$ cat config.mk
export PLATFORM = sky130hd
export DESIGN_NAME = toffoli_cascade
export DESIGN_NICKNAME = d
export VERILOG_FILES = /design/src/rtl/toffoli_cascade.sv
export SDC_FILE = /design/constraint.sdc
export NUM_CORES = 1
export LEC_CHECK = 0
export CAP_MARGIN = 15
export CORE_ASPECT_RATIO = 1.2
export CORE_UTILIZATION = 40
export DETAILED_ROUTE_END_ITERATION = 10
export GPL_TIMING_DRIVEN = 0
export SLEW_MARGIN = 20
export SYNTH_ARGS = -nofsm -noshare
export SYNTH_HDL_FRONTEND = slang
export SYNTH_SLANG_ARGS = --single-unit
$ cat constraint.sdc
create_clock -name clk -period 1.5 [get_ports clk]
set_input_delay 0.375 -clock clk [delete_from_list [all_inputs] [get_ports clk]]
set_output_delay 0.375 -clock clk [all_outputs]
set_load 0.05 [all_outputs]
$ cat src/rtl/toffoli_cascade.sv
// toffoli_cascade: STAGES-deep pipelined cascade of configurable (multi-)controlled Toffoli gates.
// Define TOFFOLI_CASCADE_INV_EN to let each word run the cascade in reverse order via in_inv.
module toffoli_cascade #(
  parameter int WIDTH = 3,
  parameter int STAGES = 4,
  localparam int IW = (STAGES > 1) ? $clog2(STAGES) : 1,
  localparam int TW = (WIDTH > 1) ? $clog2(WIDTH) : 1
) (
  input  logic             clk,
  input  logic             rst,
  input  logic             cfg_we,
  input  logic [IW-1:0]    cfg_idx,
  input  logic             cfg_en,
  input  logic [WIDTH-1:0] cfg_mask,
  input  logic [TW-1:0]    cfg_tgt,
  input  logic             in_valid,
  output logic             in_ready,
  input  logic [WIDTH-1:0] in_data,
  input  logic             in_inv,
  output logic             out_valid,
  input  logic             out_ready,
  output logic [WIDTH-1:0] out_data,
  output logic             busy
);
  logic [STAGES-1:0][WIDTH-1:0] data_q, data_d, src_data, mask_q, mask_d;
  logic [STAGES-1:0][TW-1:0]    tgt_q, tgt_d;
  logic [STAGES-1:0]            vld_q, vld_d, src_vld, sinv, en_q, en_d;
  logic                         stall, wr;

  // The target bit never controls itself; an empty control set flips the target unconditionally.
  function automatic logic [WIDTH-1:0] gate(input logic [WIDTH-1:0] d, input logic en,
                                            input logic [WIDTH-1:0] m, input logic [TW-1:0] t);
    logic [WIDTH-1:0] ctl;
    logic             hit;
    ctl = m & ~(WIDTH'(1) << t);
    hit = en && (32'(t) < WIDTH) && (&(d | ~ctl));
    return d ^ (WIDTH'(hit) << t);
  endfunction

  function automatic int sel(input int k, input logic inv);
    return inv ? STAGES - 1 - k : k;
  endfunction

  always_comb begin
    src_data[0] = in_data;
    src_vld[0]  = in_valid;
    for (int k = 1; k < STAGES; k++) begin
      src_data[k] = data_q[k-1];
      src_vld[k]  = vld_q[k-1];
    end
  end

`ifdef TOFFOLI_CASCADE_INV_EN
  logic [STAGES-1:0] inv_q, inv_d;
  always_comb begin
    sinv[0] = in_inv;
    for (int k = 1; k < STAGES; k++) sinv[k] = inv_q[k-1];
    inv_d = stall ? inv_q : sinv;
  end
  always_ff @(posedge clk) inv_q <= rst ? '0 : inv_d;
`else
  logic unused_inv;
  assign unused_inv = in_inv;
  assign sinv = '0;
`endif

  always_comb begin
    stall = vld_q[STAGES-1] & ~out_ready;
    wr    = cfg_we & ~busy & ~in_valid;
    vld_d = stall ? vld_q : src_vld;
    for (int k = 0; k < STAGES; k++) begin
      data_d[k] = stall ? data_q[k] : gate(src_data[k], en_q[sel(k, sinv[k])],
                                           mask_q[sel(k, sinv[k])], tgt_q[sel(k, sinv[k])]);
      en_d[k]   = (wr && 32'(cfg_idx) == k) ? cfg_en : en_q[k];
      mask_d[k] = (wr && 32'(cfg_idx) == k) ? cfg_mask : mask_q[k];
      tgt_d[k]  = (wr && 32'(cfg_idx) == k) ? cfg_tgt : tgt_q[k];
    end
  end

  always_ff @(posedge clk) begin
    if (rst) begin
      vld_q  <= '0;
      data_q <= '0;
      en_q   <= '0;
      mask_q <= '0;
      tgt_q  <= '0;
    end else begin
      vld_q  <= vld_d;
      data_q <= data_d;
      en_q   <= en_d;
      mask_q <= mask_d;
      tgt_q  <= tgt_d;
    end
  end

  assign busy      = |vld_q;
  assign in_ready  = ~stall;
  assign out_valid = vld_q[STAGES-1];
  assign out_data  = data_q[STAGES-1];
endmodule

# [Word level (Yosys, flattened, before mapping)]
# Index checks and enable logic that the tools add are counted.
[op_classes] add_sub_neg=0 multipliers=0 n_div=0 magnitude_cmp=4 n_eq_ne=3 shifts=8 mux=0 bitwise=27 n_reduce_logical=18
[ops] cell="$not A3 Y3" n=8
[ops] cell="$and A3 B3 Y3" n=4
[ops] cell="$logic_and A1 B1 Y1" n=12
[ops] cell="$or A3 B3 Y3" n=4
[ops] cell="$reduce_and A3 Y1" n=4
[ops] cell="$shl A1 B2 Y3" n=4
[ops] cell="$shl A1 B2 Y3 const A" n=4
[ops] cell="$xor A3 B3 Y3" n=4
[ops] cell="$lt A2 B2 Y1 const B" n=4
[ops] cell="$eq A2 B2 Y1 const B" n=2
[ops] cell="$not A1 Y1" n=4
[ops] cell="$reduce_or A4 Y1" n=1
[ops] cell="$and A1 B1 Y1" n=3
[ops] cell="$eq A2 B1 Y1 const B" n=1
[ops] cell="$logic_not A2 Y1" n=1
[word_totals] reg_bits=40 latch_bits=0 ramBits=0 mem_bits_ro=0 inputBits=17 out_inout_bits=6 wordCells=77 n_memories=0

# [Depth between registers and ports, before layout]
# Gate-level depths: netlist of the first run.
[logic_depth] word_depth=9 mapped_depth=5 mapped_depth_nobuf=4

# [Worst setup path after synthesis of the first run]
# Ideal clock, no wire load.
[synth_path] kind="reg-to-output" startpoint="reg vld_q[3]" endpoint="out in_ready" arrival_ns=1.650 required_time_ns=1.125 setup_slack_ns=-0.525 path_stages_with_launch=4 n_path_buf=2 path_cell_list="dfxtp_1 nand2b_1 clkbuf_1 clkbuf_1"
[synth_via] elab_chain_cells=2
[synth_rtl] item="start: declaration" line_no="27" text="logic [STAGES-1:0] vld_q, vld_d, src_vld, sinv, en_q, en_d;"
[synth_rtl] item="start signal: assignment" line_no="88" text="vld_q <= vld_d;"
[synth_rtl] item="$and A1 B1 Y1" line_no="68" text="stall = vld_q[STAGES-1] & ~out_ready;"
[synth_rtl] item="$not A1 Y1" line_no="97" text="assign in_ready = ~stall;"
[synth_rtl] item="end: declaration" line_no="17" text="output logic in_ready,"
# Every way passes these cells.

# [Worst setup path after layout of the first run]
[layout_path] startpoint="reg vld_q[1]" endpoint="out busy"
[layout_via] elab_chain_cells=1
[layout_rtl] item="$reduce_or A4 Y1" line_no="96" text="assign busy = |vld_q;"
[layout_rtl] item="end: declaration" line_no="23" text="output logic busy"
# Every way passes these cells.

==> metrics.log, run 1 <==
INFO  metric outcome = finished with violations
INFO  metric failed_checks = setup timing
INFO  metric critPathSlowestCell = dfxtp_2
INFO  metric critPathArrivalTime = 1.24 ns
INFO  metric clock_sink_count = 40
INFO  metric grt_antenna_before_repair = 0
INFO  metric worst_path_top_cell_family_by_delay = flip-flops
INFO  metric drc = 0
INFO  metric drive_gt1_share = ~15%
INFO  metric dr.pass1.iters = 4
INFO  metric floorplan.initialDensity = 41.69%
INFO  metric yosys_warnings = 0
INFO  metric boundaryPins = 23
INFO  metric rsz0062_at_grt = yes
INFO  metric cp.required = 1.12 ns
INFO  metric synth_cell_types = 18
INFO  metric report.final.setup_viol = 25
INFO  metric p_leak = 1.004 nW
INFO  metric post-dp-hpwl = 2947 um
INFO  metric first_pass_grt_wire_length = ~6600 um
INFO  metric combinationalPowerShare = approximately an eighth
INFO  metric synth_flop_cell = dfxtp_1
INFO  metric first_global_vias = 1372
INFO  metric period_share = 107.9%
INFO  metric net_switching_fraction_of_the_power = 24.07%
INFO  metric portBuffers = 20
INFO  metric worst-path-max-fanout = 3
INFO  metric sequential_share_of_the_synthesized_area = 45.07%
INFO  metric clk_root_buffer_cell = clkbuf_8
INFO  metric grt-ovfl-total = 0
INFO  metric post_synth.cell_area_avg = 9.451 um^2
INFO  metric yosysTopAreaCellShare = 45.07%
INFO  metric mappedNetlistNets = 205
INFO  metric timing.hold.ws = 0.4894 ns
INFO  metric htree_levels = 2
INFO  metric design.die.area = 4713 um^2
INFO  metric start_point_of_the_worst_hold_path = rst
INFO  metric skew = 0.001106 ns
INFO  metric worstSetupPathType = reg2out
INFO  metric num_vias = 1435
INFO  metric crit_path_start = vld_q[1]
INFO  metric maxClockFrequency = 617.7 MHz
INFO  metric finalWorstSetupSlack = -0.1188 ns
INFO  metric die_h = between 70 and 80 um
INFO  metric worst_setup_hold_path_clk_slew = 0.07 ns
INFO  metric routed_wirelength = between 4000 and 5000 um
INFO  metric wl_per_cell = about 15 um
INFO  metric hold_path.class = in2reg
INFO  metric place.gp.congestion = 0.8040
INFO  metric maxCapViolations = 0
INFO  metric cp_num_buf_inv = 2
INFO  metric p_clk_share = 36.1%
INFO  metric report.final.hold_viol_count = 0
INFO  metric max-vdd-ir-drop = about 0.60 mV
INFO  metric synth_largest_area_cell = dfxtp_1
INFO  metric count_of_filler_cells_inserted_in_the_layout = 418
INFO  metric largest_net_degree_at_the_start_of_global_routing = 19
INFO  metric asyncSetResetFlopFracSynth = 0%
INFO  metric r2r_startpoint = vld_q[1]
INFO  metric syn-instance-count = 188
INFO  metric worst_slew_margin_rel = 63.65%
INFO  metric min_period = 1.619 ns
INFO  metric final-max-slew-violation-count = 0
INFO  metric crit_path_cell_trace = nor4_4, inv_1, buf_6
INFO  metric worst_slew_pin_slew = 0.5452 ns
INFO  metric clkLatencyLatePin = 0.29 ns
INFO  metric cts_tree = yes
INFO  metric crit_path_max_incr_delay = 0.34 ns
INFO  metric synth_area = approximately 1800 um^2
INFO  metric post-route-util = 52.88%
INFO  metric ctsLongestPathBuffers = 2
INFO  metric total_cts_buffers = 5
INFO  metric antennaDiodeCount = 0
INFO  metric drt_iter0_drc = 55
INFO  metric setup.worst_path.end_class = output pin
INFO  metric placement_rows = 26
INFO  metric internal_power = around 1.6 mW
INFO  metric antenna_left = 0
INFO  metric number_of_enable_type_register_cells_in_the_synthesized_netlist = 0
INFO  metric synth_top_cells_by_area = dfxtp_1 (45%), mux2i_1 (15%), nor2_1 (8.5%), xnor2_1 (5.9%), a211oi_1 (5.1%)
INFO  metric area_growth_syn_to_layout = 26.83%
INFO  metric sw_pwr = 514.8 uW
INFO  metric dieWidth = 62.84 um
INFO  metric synthTopCellsByCount = dfxtp_1 (40), nor2_1 (40), mux2i_1 (27), nor2b_1 (13)
INFO  metric multi_input_comb_area = 933.4 um^2
INFO  metric setup.worst_path.start_class = flop
INFO  metric grtUsageTotal = 19.03%
INFO  metric design.core.area = 4262 um^2
INFO  metric yosys_register_bits = 40
INFO  metric post_drt_via_cell_ratio = 5.181
INFO  metric detailedPlace.worstSlack = -1.176 ns
INFO  metric sequentialPowerShare = 52.2%
INFO  metric seqCellArea = 805.8 um^2
INFO  metric p_per_area = 949.3 nW/um^2
INFO  metric num-nets-final = 238
==> stage by stage <==
step / power, mW / setup TNS [ns] / cells / cell area [um^2]
after global routing: 2.217 / -3.318 / 277 / 2253
after global placement: 1.349 / -13.06 / 264 / 2053
after floorplan: 1.261 / 0 / 188 / 1783
after CTS: 2.146 / -0.3638 / 276 / 2227
final: 2.139 / -1.480 / 277 / 2253
after detailed placement: 1.355 / -14.86 / 264 / 2053
==> power by group through the flow <==
stage                     Clock, mW  Sequential [mW]  Combinational (mW)
after floorplan                   0             1.14               0.122
after global placement            0             1.14               0.207
after detailed placement          0             1.14               0.212
after CTS                     0.789             1.12               0.239
after global routing          0.830             1.12               0.266
final                         0.772             1.12               0.250
==> kinds of logic after synthesis <==
group,count (synthesis),synth area share [%]
xor gates and xnor gates,12,5.915
AOI/OAI and AO/OA,13,5.352
muxes,27,15.21
and+or+nand+nor,79,23.80
DFF,40,45.07
buffers and inverters,17,4.648
==> registers in the layout, indices dropped and copies added (netlist names) <==
signal and flops:
tgt_q 8, vld_q 4, mask_q 12, data_q 9
out_data 3, en_q 4
==> worst register-to-register path, delay by kind of cell (launching register included) <==
| family | cells | cell delay, ns |
|---|---|---|
| simple gates | 3 | 0.62 |
| buf+inv | 2 | 0.33 |
| mux | 1 | 0.19 |
| flops | 1 | 0.34 |
==> final timing paths <==
check	to	slack [ns]	cells past startpoint
max	busy	-0.12	3
min	tgt_q[6]	0.49	2
max reg2reg	en_q[3]	-0.11	6
min reg2reg	mask_q[11]	0.49	2
==> cell type report <==
type                    instances  area share [%]
plain buffers                  10           2.943
repair buffers                 27           11.49
clock buffers                   7           4.275
well taps                      56           3.109
multi-input cells             131           41.42
flip-flops and latches         40           35.76
inverters                       6          0.9994
==> layer usage <==
layer / part of all wire (%) / track usage [%] / routed length (um) / up-vias
met5: 0 / 0 / 0 / -
li1: - / - / - / 703
met2: 51 / 36.23 / 2099 / 36
met3: 4.6 / 5.152 / 188 / 7
met1: 42 / 20.17 / 1732 / 689
met4: 1.9 / 7.494 / 76 / 0
==> cell usage in the layout, fill, tap and decap left out, types with 2 or more instances in the layout <==
master            n
a211oi_1         12
buf_2             2
buf_4             8
buf_6             4
clkbuf_1          5
clkbuf_8          8
clkdlybuf4s18_2   2
clkdlybuf4s50_1  13
dfxtp_1          38
inv_1             6
mux2i_1          27
nand2_1           4
nand2b_1          4
nand4b_4          2
nor2_1           40
nor2b_1          12
nor4_1           12
xnor2_1          12
==> repair_timing <==
| action | in CTS | in global routing |
|---|---|---|
| cloned | 0 | 0 |
| setup buffers | 6 | 1 |
| pin swaps | 1 | 2 |
| hold buffers | 0 | 0 |
| gates resized for setup | 36 | 10 |
| setup endpoints to repair | 30 | 35 |
No activity file was read; power rests on OpenSTA's default activity.
==> run 2, diff against run 1 <==
--- a/config.mk
+++ b/config.mk
@@ -5,6 +5,7 @@
 export SDC_FILE = /design/constraint.sdc
 export NUM_CORES = 1
 export LEC_CHECK = 0
+export ABC_AREA = 1
 export CAP_MARGIN = 15
 export CORE_ASPECT_RATIO = 1.2
 export CORE_UTILIZATION = 40
==> run 2 against run 1 <==
Net effect:
- the flow now finishes without violations
- global-route usage increased by 0.30 points
- die area is 28% higher
- clock skew grew 0.0071 ns
- largest power group unchanged
- area after synthesis is 29% higher
- worst hold slack got worse by 0.018 ns
- critical endpoint is now in_ready
==> metrics.log, run 2 <==
INFO  metric total_cts_buffers = 5 (unchanged)
INFO  metric post-route-util = 50.64% (-2.2 points)
INFO  metric cts_tree = yes
INFO  metric syn-instance-count = 382 (+100%)
INFO  metric critPathArrivalTime = 1.10 ns (-0.14 ns)
INFO  metric most-common-layout-cells = nand2_1 (78), nor2_1 (73), inv_1 (72)
INFO  metric worst_setup_hold_path_clk_slew = 0.08 ns (about the same)
INFO  metric sequentialPowerShare = 50.6% (-1.6 points)
INFO  metric yosys_register_bits = 40 (unchanged)
INFO  metric drc = 0 (unchanged)
INFO  metric design.core.area = 5406 um^2 (+27%)
INFO  metric final-max-slew-violation-count = 0 (unchanged)
INFO  metric largest_register_ff_count = 12 (unchanged)
INFO  metric synth_area = 2283 um^2 (+29%)
INFO  metric worstSetupPathType = reg2out
INFO  metric mappedNetlistNets = 399 (+95%)
INFO  metric ctsLongestPathBuffers = 2 (unchanged)
INFO  metric dpl_cells = 465 (+76%)
INFO  metric multiplexer_fraction_of_the_synthesized_cell_area = 0% (-15 points)
INFO  metric yosys_warnings = 0 (unchanged)
INFO  metric grtUsageTotal = 19.33% (+0.30 points)
INFO  metric internal_power = 1.610 mW (-0.88%)
INFO  metric maxClockFrequency = 677.6 MHz (+9.7%)
INFO  metric place.gp.congestion = 0.8577 (+6.7%)
INFO  metric worstRegToRegCells = 9 (+3)
INFO  metric net_switching_fraction_of_the_power = 28.33% (+4.3 points)
INFO  metric skew = 0.008192 ns (+0.007085 ns)
INFO  metric hold_path.class = reg2reg
INFO  metric worst-path-max-fanout = 3 (unchanged)
INFO  metric count_of_filler_cells_inserted_in_the_layout = 581 (+39%)
INFO  metric cp.required = 1.12 ns (about the same)
INFO  metric placement_rows = 29 (+12%)
INFO  metric grt-ovfl-total = 0 (unchanged)
INFO  metric detailedPlace.worstSlack = -1.200 ns (-0.02331 ns)
INFO  metric die_h = 84.77 um (+13%)
INFO  metric wl_per_cell = 11.06 um (-25%)
INFO  metric max-vdd-ir-drop = 0.4252 mV (-29%)
INFO  metric p_per_area = 820.6 nW/um^2 (-14%)
INFO  metric largest_registers = mask_q: 12 flops, data_q: 9 flops, tgt_q: 8 flops
INFO  metric area_growth_syn_to_layout = 19.89%
INFO  metric yosysTopAreaCellShare = 35.07% (-10 points)
INFO  metric hold-path-cell-count = 2 (unchanged)
INFO  metric outcome = finished, final reports clean
INFO  metric yosys.area_share.xor_xnor = 0% (-5.9 points)
INFO  metric period_share = 98.38% (-9.5 points)
INFO  metric floorplan.initialDensity = 42.24% (+0.54 points)
INFO  metric synthAdderAreaFrac = 0% (unchanged)
INFO  metric first_pass_grt_wire_length = 8914 um (+35%)
INFO  metric synth_largest_area_cell = dfxtp_1
INFO  metric design.die.area = 6016 um^2 (+28%)
INFO  metric drive_gt1_share = 11.57% (-3.4 points)
INFO  metric p_leak = 1.385 nW (+38%)
INFO  metric portBuffers = 21 (+5.0%)
INFO  metric most_repeated_cell_in_the_gate_level_netlist_after_synthesis = nand2_1
INFO  metric sw_pwr = 636.5 uW (+24%)
INFO  metric setup.worst_path.end_class = output pin
INFO  metric clock_sink_count = 40 (unchanged)
INFO  metric worst_slew_margin_rel = 64.93% (+1.3 points)
INFO  metric start_point_of_the_worst_hold_path = mask_q[7]
INFO  metric clkLatencyLatePin = 0.30 ns (about the same)
INFO  metric maxCapViolations = 0 (unchanged)
INFO  metric synthTopCellsByCount = nand2_1 (79), nor2_1 (76), inv_1 (74), nand3_1 (58), dfxtp_1 (40)
INFO  metric largest_family_of_logic_cells_by_synthesized_area = simple AND/OR/NAND/NOR gates
INFO  metric antenna_left = 0 (unchanged)
INFO  metric p_clk_share = 33.0% (-3.1 points)
INFO  metric dr.pass1.iters = 4 (unchanged)
INFO  metric drt_iter0_drc = 86 (+56%)
INFO  metric cts_hold_repair.buffers = 0 (unchanged)
INFO  metric synth_top_cells_by_area = dfxtp_1 (35%), nand2_1 (13%), nand3_1 (13%), nor2_1 (12%), inv_1 (12%)
INFO  metric fin_setup_tns = 0 ns (+1.480 ns)
INFO  metric post_drt_via_cell_ratio = 4.742 (-8.5%)
INFO  metric largest_net_degree_at_the_start_of_global_routing = 13 (-6)
INFO  metric register_with_the_most_flip_flops = mask_q
INFO  metric num-nets-final = 431 (+81%)
INFO  metric min_period = 1.476 ns (-0.1431 ns)
INFO  metric combinationalPowerShare = 16.4% (+4.7 points)
INFO  metric mostFrequentLayoutCell = nand2_1
INFO  metric dieWidth = 70.97 um (+13%)
INFO  metric post_synth.cell_area_avg = 5.978 um^2 (-37%)
INFO  metric synth_cell_types = 20 (+2)
INFO  metric report.final.setup_viol = 0 (-100%)
INFO  metric timing.hold.ws = 0.4712 ns (-0.01813 ns)
INFO  metric number_of_enable_type_register_cells_in_the_synthesized_netlist = 0 (unchanged)
INFO  metric synth-compound-area-share = 5.260% (-0.092 points)
INFO  metric rrSetupSlack = 0.10 ns (+0.21 ns)
INFO  metric sequential_share_of_the_synthesized_area = 35.07% (-10 points)
INFO  metric routed_wirelength = 5278 um (+29%)
INFO  metric first_global_vias = 2023 (+47%)
INFO  metric report.final.hold_viol_count = 0 (unchanged)
INFO  metric num_vias = 2262 (+58%)
INFO  metric clk_root_buffer_cell = clkbuf_8
INFO  metric finalWorstSetupSlack = 0.02428 ns (+0.1431 ns)
INFO  metric antennaDiodeCount = 0 (unchanged)
INFO  metric boundaryPins = 23 (unchanged)
INFO  metric rsz0062_at_grt = yes
INFO  metric setup.worst_path.start_class = flop
INFO  metric worst_slew_pin_slew = 0.5260 ns (-0.01915 ns)
INFO  metric grt_antenna_before_repair = 0 (unchanged)
INFO  metric finalNonFillerCells = 477 (+72%)
INFO  metric htree_levels = 2 (unchanged)
INFO  metric worst_r2r_endpoint = tgt_q[6]
INFO  metric post-dp-hpwl = 3897 um (+32%)
INFO  metric asyncSetResetFlopFracSynth = 0% (unchanged)
INFO  metric min_to = mask_q[7]
INFO  metric r2r_startpoint = vld_q[0]
INFO  metric synth_flop_cell = dfxtp_1
INFO  metric synth_simple_gate_area_share = 43.40% (+20 points)
==> run 2: cell count changes after synthesis, moves of 13 or more <==
cell	delta
o21ai_0	+21
inv_1	+68
mux2i_1	-27
nand3_1	+58
nand2_1	+75
nor2_1	+36
nor2b_1	-13
==> run 2: worst max-delay path, stage by stage (launching register included) <==
cell and delay, ns:
dfxtp_2 0.34, inv_2 0.05, nor2_4 0.09, inv_2 0.07, buf_8 0.12, buf_8 0.14
==> run 2: worst max path at each step <==
stage | startpoint | to | slack, ns | depth (start not counted)
2_1_floorplan | vld_q[3] | tgt_q[0] | -0.06 | 9
3_3_place_gp | out_ready | in_ready | -1.20 | 6
4_1_cts | vld_q[3] | in_ready | -0.12 | 6
5_1_grt | vld_q[3] | in_ready | -0.02 | 5
6_report | vld_q[3] | in_ready | 0.02 | 5
3_5_place_dp | out_ready | in_ready | -1.20 | 6
==> run 2: metrics by stage <==
stage | power [mW] | cell area, um^2
2_1_floorplan | 1.393 | 2285
3_5_place_dp | 1.520 | 2572
3_3_place_gp | 1.519 | 2572
5_1_grt | 2.366 | 2738
6_report | 2.247 | 2738
4_1_cts | 2.274 | 2714
==> run 2: cells by family (layout without fill, tap and decap cells) <==
| kind of cell | count (synthesis) | after routing |
|---|---|---|
| buffers and inverters | 91 | 124 |
| AOI/OAI and AO/OA | 24 | 24 |
| DFF | 40 | 40 |
| and+or+nand+nor | 227 | 227 |
==> run 2: area by class of cell <==
class	count	area (um^2)	share of cell area, %
Buffer	15	106.4	3.885
Clock buffer	6	82.58	3.016
Clock inverter	2	10.01	0.3656
Inverter	75	284.0	10.37
Multi-Input combinational cell	251	1126	41.13
Sequential cell	40	803.3	29.34
Tap cell	62	77.57	2.834
Timing Repair Buffer	26	247.7	9.049
==> run 2: power groups by stage <==
stage                     Combinational, mW  Clock, mW  Sequential (mW)
after detailed placement              0.360          0             1.16
final                                 0.369      0.741             1.14
after global placement                0.360          0             1.16
after CTS                             0.363      0.775             1.14
after global routing                  0.417      0.808             1.14
after floorplan                       0.239          0             1.15
==> run 2: what timing repair did <==
| item | CTS | global route |
|---|---|---|
| pin swaps | 1 | 2 |
| buffers inserted | 3 | 2 |
| gates resized for setup | 36 | 12 |
| setup endpoints to repair | 26 | 16 |
==> run 2: routing by layer <==
layer  vias to the layer above  GRT usage, %  part of all wire [%]
met3                        12         3.001                   3.9
met5                         -             0                     0
met1                       988         23.04                    45
met4                         0         11.64                   3.0
li1                       1226             -                     -
met2                        36         32.52                    48
==> run 3, diff against run 2 <==
--- a/config.mk
+++ b/config.mk
@@ -11,7 +11,6 @@
 export CORE_UTILIZATION = 40
 export DETAILED_ROUTE_END_ITERATION = 10
 export GPL_TIMING_DRIVEN = 0
-export SLEW_MARGIN = 20
 export SYNTH_ARGS = -nofsm -noshare
 export SYNTH_HDL_FRONTEND = slang
 export SYNTH_SLANG_ARGS = --single-unit
==> results of run 3 <==
No change in the layout: final DEF, timing and power equal those of run 2.
